**config.mk**
```make
export PLATFORM = sky130hd
export DESIGN_NAME = pipeline_hazard_ctrl
export DESIGN_NICKNAME = d
export VERILOG_FILES = /design/src/rtl/pipeline_hazard_ctrl_pkg.sv /design/src/rtl/mul_latency_counter.sv /design/src/rtl/pipeline_hazard_ctrl.sv
export SDC_FILE = /design/constraint.sdc
export NUM_CORES = 1
export LEC_CHECK = 0
export ABC_AREA = 1
export BUFFER_PORTS_ARGS = -buffer_cell sky130_fd_sc_hd__buf_2
export CORE_AREA = 2 2 39 41
export CTS_BUF_LIST = sky130_fd_sc_hd__clkbuf_16
export DETAILED_ROUTE_END_ITERATION = 10
export DIE_AREA = 0 0 41 43
export HOLD_SLACK_MARGIN = 0.02
export PLACE_DENSITY = 0.72
export SYNTH_ARGS = -nofsm -noshare
export SYNTH_HDL_FRONTEND = slang
export SYNTH_SLANG_ARGS = --single-unit
```
**constraint.sdc**
```tcl
create_clock -name clk -period 1.4 [get_ports clk]
set_input_delay 0.07 -clock clk [delete_from_list [all_inputs] [get_ports clk]]
set_output_delay 0.07 -clock clk [all_outputs]
set_load 0.02 [all_outputs]
```
**src/rtl/pipeline_hazard_ctrl_pkg.sv**
```systemverilog
// Shared types and constants for the pipeline hazard sequencer.
package pipeline_hazard_ctrl_pkg;

    localparam int unsigned MUL_LAT_DEF = 4;

    typedef enum logic [1:0] {
        ST_RUN      = 2'd0,
        ST_MUL_WAIT = 2'd1,
        ST_MUL_DONE = 2'd2
    } state_e;

    typedef struct packed {
        logic pc_write;
        logic ifid_write;
        logic idex_write;
        logic idex_bubble;
        logic exmem_bubble;
        logic ifid_flush;
        logic mul_start;
        logic mul_busy;
        logic mul_done;
    } ctrl_t;

endpackage

```
**src/rtl/mul_latency_counter.sv**
```systemverilog
// Loadable down-counter timing the MADDU stall; holds at zero once reached.
module mul_latency_counter #(
    parameter int unsigned W = 2
) (
    input  logic         clk,
    input  logic         rst,
    input  logic         load,
    input  logic [W-1:0] load_val,
    output logic         zero
);

    logic [W-1:0] cnt_q, cnt_d;

    always_comb begin
        cnt_d = cnt_q;
        if (load)
            cnt_d = load_val;
        else if (cnt_q != '0)
            cnt_d = cnt_q - W'(1);
    end

    always_ff @(posedge clk or posedge rst) begin
        if (rst) cnt_q <= '0;
        else     cnt_q <= cnt_d;
    end

    assign zero = (cnt_q == '0);

endmodule

```
**src/rtl/pipeline_hazard_ctrl.sv**
```systemverilog
// Stall/flush sequencer for load-use, taken branch/jump and multi-cycle MADDU.
// Optional hazard statistics counters are built when HAZARD_STATS_EN is defined.
module pipeline_hazard_ctrl
    import pipeline_hazard_ctrl_pkg::*;
#(
    parameter int unsigned MUL_LAT = MUL_LAT_DEF
) (
    input  logic       clk,
    input  logic       rst,
    input  logic [4:0] id_rs,
    input  logic [4:0] id_rt,
    input  logic       idex_mem_read,
    input  logic [4:0] idex_rt,
    input  logic       ex_branch_taken,
    input  logic       ex_jump,
    input  logic       ex_is_maddu,
    output logic       pc_write,
    output logic       ifid_write,
    output logic       idex_write,
    output logic       idex_bubble,
    output logic       exmem_bubble,
    output logic       ifid_flush,
    output logic       mul_start,
    output logic       mul_busy,
    output logic       mul_done
`ifdef HAZARD_STATS_EN
    ,
    output logic [31:0] stall_cycles,
    output logic [15:0] flush_count
`endif
);

    localparam int unsigned CNT_W = $clog2(MUL_LAT);

    state_e state_q, state_d;
    ctrl_t  ctrl;
    logic   cnt_load;
    logic   cnt_zero;
    logic   load_use;

    assign load_use = idex_mem_read && (idex_rt != 5'd0) &&
                      ((idex_rt == id_rs) || (idex_rt == id_rt));

    mul_latency_counter #(.W(CNT_W)) u_mul_cnt (
        .clk      (clk),
        .rst      (rst),
        .load     (cnt_load),
        .load_val (CNT_W'(MUL_LAT - 2)),
        .zero     (cnt_zero)
    );

    // Mealy decode; everything is forced low while reset is asserted.
    always_comb begin
        state_d  = state_q;
        ctrl     = '0;
        cnt_load = 1'b0;
        if (!rst) begin
            unique case (state_q)
                ST_RUN: begin
                    ctrl.pc_write   = 1'b1;
                    ctrl.ifid_write = 1'b1;
                    ctrl.idex_write = 1'b1;
                    if (ex_is_maddu) begin
                        ctrl.pc_write     = 1'b0;
                        ctrl.ifid_write   = 1'b0;
                        ctrl.idex_write   = 1'b0;
                        ctrl.exmem_bubble = 1'b1;
                        ctrl.mul_start    = 1'b1;
                        ctrl.mul_busy     = 1'b1;
                        cnt_load          = 1'b1;
                        state_d           = ST_MUL_WAIT;
                    end else if (ex_branch_taken || ex_jump) begin
                        ctrl.ifid_flush  = 1'b1;
                        ctrl.idex_bubble = 1'b1;
                    end else if (load_use) begin
                        ctrl.pc_write    = 1'b0;
                        ctrl.ifid_write  = 1'b0;
                        ctrl.idex_bubble = 1'b1;
                    end
                end
                ST_MUL_WAIT: begin
                    ctrl.exmem_bubble = 1'b1;
                    ctrl.mul_busy     = 1'b1;
                    if (cnt_zero)
                        state_d = ST_MUL_DONE;
                end
                ST_MUL_DONE: begin
                    ctrl.pc_write   = 1'b1;
                    ctrl.ifid_write = 1'b1;
                    ctrl.idex_write = 1'b1;
                    ctrl.mul_done   = 1'b1;
                    state_d         = ST_RUN;
                end
                default: state_d = ST_RUN;
            endcase
        end
    end

    always_ff @(posedge clk or posedge rst) begin
        if (rst) state_q <= ST_RUN;
        else     state_q <= state_d;
    end

    assign pc_write     = ctrl.pc_write;
    assign ifid_write   = ctrl.ifid_write;
    assign idex_write   = ctrl.idex_write;
    assign idex_bubble  = ctrl.idex_bubble;
    assign exmem_bubble = ctrl.exmem_bubble;
    assign ifid_flush   = ctrl.ifid_flush;
    assign mul_start    = ctrl.mul_start;
    assign mul_busy     = ctrl.mul_busy;
    assign mul_done     = ctrl.mul_done;

`ifdef HAZARD_STATS_EN
    logic [31:0] stall_q, stall_d;
    logic [15:0] flush_q, flush_d;

    // Saturating event counters.
    always_comb begin
        stall_d = stall_q;
        flush_d = flush_q;
        if (!ctrl.pc_write && (stall_q != '1))
            stall_d = stall_q + 32'd1;
        if (ctrl.ifid_flush && (flush_q != '1))
            flush_d = flush_q + 16'd1;
    end

    always_ff @(posedge clk or posedge rst) begin
        if (rst) begin
            stall_q <= '0;
            flush_q <= '0;
        end else begin
            stall_q <= stall_d;
            flush_q <= flush_d;
        end
    end

    assign stall_cycles = stall_q;
    assign flush_count  = flush_q;
`endif

endmodule

```
==> results.py <==
metrics = {
    "floorplanning": {
        "dieWidth_um": 41,
        "initial_utilization": 0.3707,
        "coreArea_sq_um": 1384,
        "ioPinCount": 30,
        "fp.dieH_um": 43,
        "die_area_sq_um": 1763,
        "core.rowCount": 14,
    },
    "pwr": {
        "p_clk_frac": 0.279,
        "p_per_area_nw_per_um2": 1891,
        "p_leak_nw": 0.5059,
        "internal-power_mw": 0.9546,
        "p_sw_frac": 0.3968,
        "vdd.ir_drop.worst_v": 0.0009240,
        "combPwrFrac": 0.582,
        "p_sw_mw": 0.6279,
        "pwr-share-seq": 0.139,
        "p_total_mw": 1.583,
    },
    "cts": {
        "cts_sinks": 4,
        "cts_tree": "built",
        "clkTransAtPathRegs_ps": 30,
        "clk_path_buf_depth": 2,
        "clk_latency_ps": 220,
        "cts_made_buffers": 3,
        "htree_levels": 1,
        "cts_root_buf": "clkbuf_16",
    },
    "worst_hold_path": {
        "min_path_type": "input port to register",
        "hold_start": "rst",
    },
    "sta": {
        "holdWs_ps": 278.6,
        "relSlewSlack": 0.8374,
        "slew_violations": 0,
        "fin_crit_ps": 1469,
        "grt_setup_unrepaired": "yes",
        "skew_ps": 1.098,
        "timing.final.crit_share": 1.049,
        "max_freq_ghz": 0.6809,
        "hold_viol": 0,
        "tns_ps": -284.8,
        "setup_slack_ps": -68.54,
        "setup_violations": 6,
        "tightest_slew_ps": 243.0,
    },
    "placed_design": {
        "finalWeightedCongestion": 0.7420,
        "hpwl_um": 905.5,
        "numPortBuffers": 29,
        "dpl.cell_count": 134,
    },
    "global_route": {
        "grt_remaining_overflow": 0,
        "grt_antenna_before_repair": 0,
        "grt_max_degree": 6,
        "grtUsageTotal": 0.1534,
        "grt_pass1_wl_um": 1911,
        "grt_pass1_vias": 553,
    },
    "logic_synthesis": {
        "syn_area_sq_um": 513.0,
        "yosys_warnings": 0,
        "syn_area_per_cell_sq_um": 5.637,
        "synthCells": 91,
        "synth_fp_nets": 113,
        "synthDistinctLibCells": 23,
        "synth_seq_cells": 4,
        "ys_seq_area_frac": 0.1951,
    },
    "worst_setup_path": {
        "path_max_fanout": 3,
        "cp.required_ps": 1330,
        "crit_buf_inv": 3,
        "path_cells": "inv_1, nand2_1, o21ai_4, nor2_2, nand2_2, inv_2, buf_4",
        "critPathKind": "register to primary output",
        "worst_path_largest_cell_delay_ps": 390,
        "startpoint": "state_q[1]$_DFFE_PP0P_",
        "critPathSlowestCell": "dfrtp_1",
        "startpoint_type": "register",
        "r2r-start": "state_q[0]$_DFFE_PP0P_",
        "cp-end-kind": "primary output",
        "critical-path-top-delay-family": "flip-flops",
        "critPathArrivalTime_ps": 1400,
    },
    "cells_and_area": {
        "drive_above_1_share": 0.4219,
        "multi_input_area_sq_um": 337.8,
        "fillers": 130,
        "antenna-diode-count": 0,
        "ff_latch_area_sq_um": 100.1,
        "stdcell_count": 144,
        "fin_nets": 152,
        "layout_common_cells": "29 x nand2_1, 22 x buf_2, 17 x inv_1",
        "layout_commonest_cell": "nand2_1",
        "areaGrowthSynthToFinish_pct": 63.17,
    },
    "drt": {
        "via_per_inst": 4.375,
        "drt_iter0_drc": 7,
        "avgRoutedWirePerCell_um": 8.868,
        "vias": 630,
        "first_pass_iters": 4,
        "wl_um": 1277,
        "drc_errors": 0,
        "antenna_left": 0,
    },
    "outcome": {
        "status": "complete, but fails checks",
        "violations": "negative setup slack",
    },
    "job": {
        "max_cap_violations": 0,
    },
}
[path summary, 6_finish.rpt]
path                                             endpoint  slack [ps]  cells after the start
setup reg to reg           u_mul_cnt.cnt_q[1]$_DFFE_PP0P_          40                      8
max in group asynchronous  u_mul_cnt.cnt_q[0]$_DFFE_PP0P_         780                      3
setup / recovery                                mul_start         -70                      7
hold / removal                     state_q[1]$_DFFE_PP0P_         280                      3
hold reg to reg            u_mul_cnt.cnt_q[1]$_DFFE_PP0P_         560                      2
min in group asynchronous          state_q[1]$_DFFE_PP0P_         450                      3
[cell usage after synthesis]
cell type,n,share of area
nand2_1,29,0.21
inv_1,17,0.12
nor2_1,11,0.080
nor2_2,5,0.061
dfrtp_1,4,0.20
inv_2,4,0.029
a21oi_1,2,0.020
buf_4,2,0.029
nand3_1,2,0.020
xnor2_1,2,0.034
a21oi_2,1,0.017
clkinv_1,1,0.0073
ha_1,1,0.024
nand2_2,1,0.012
nand3_2,1,0.020
nand4_1,1,0.012
nor2_4,1,0.022
nor3_1,1,0.0097
o211ai_1,1,0.015
o21ai_1,1,0.0097
o21ai_2,1,0.017
o22ai_1,1,0.012
xor2_1,1,0.017
[timing repair]
item                                    4_1_cts  5_1_grt
pin swaps                                     1        1
resized for setup                             6        6
hold endpoints to repair                      4        0
endpoints found under the setup margin        4        6
hold buffers                                  1        0
buffers inserted                              3        3
[sequential cells by signal, summed over array words and instances, names as in the netlist]
signal,cells
state_q,2
u_mul_cnt.cnt_q,2
[power groups by stage]
stage	clock network, mW	registers [mW]	logic, mW
finish	0.441	0.221	0.920
floorplan	0	0.220	0.512
global route	0.460	0.227	0.989
detailed placement	0	0.227	0.647
CTS	0.444	0.221	0.820
global placement	0	0.223	0.630
[cells by family after synthesis]
family / synth area share
compound gates: 0.09025
flops: 0.1951
xor+xnor: 0.05123
fa+ha+maj: 0.02439
buf+inv: 0.1902
simple gates: 0.4488
[worst reg2reg max path: cells and delay by family (launching register included)]
| kind | cells | cell delay (ps) |
|---|---|---|
| flip-flops | 1 | 390 |
| AND/OR/NAND/NOR | 4 | 360 |
| buffers and inverters | 2 | 290 |
| AO/OA/AOI/OAI | 2 | 170 |
[layout make-up]
class	count	area share
multi-input combinational	63	0.4036
timing repair buffer	36	0.2646
sequential	4	0.1196
inverter	22	0.09865
clock buffer	3	0.08969
tap	16	0.02392
[per-stage QoR]
stage | setup WS (ps) | utilization | area (sq um)
final | -68.54 | 0.6049 | 837.1
after global routing | -172.8 | 0.6049 | 837.1
after CTS | -73.22 | 0.5769 | 798.3
after detailed placement | 98.27 | 0.4792 | 663.1
after global placement | 126.3 | 0.4792 | 663.1
after floorplan | 9.870 | - | 513.0
[routing by layer]
layer	vias to the layer above	track usage	part of all wire
li1	342	-	-
met1	271	0.1503	0.42
met2	17	0.2938	0.53
met3	0	0.01571	0.045
met4	0	0.06000	0
met5	-	0	0
No activity file was read; power rests on OpenSTA's default activity.
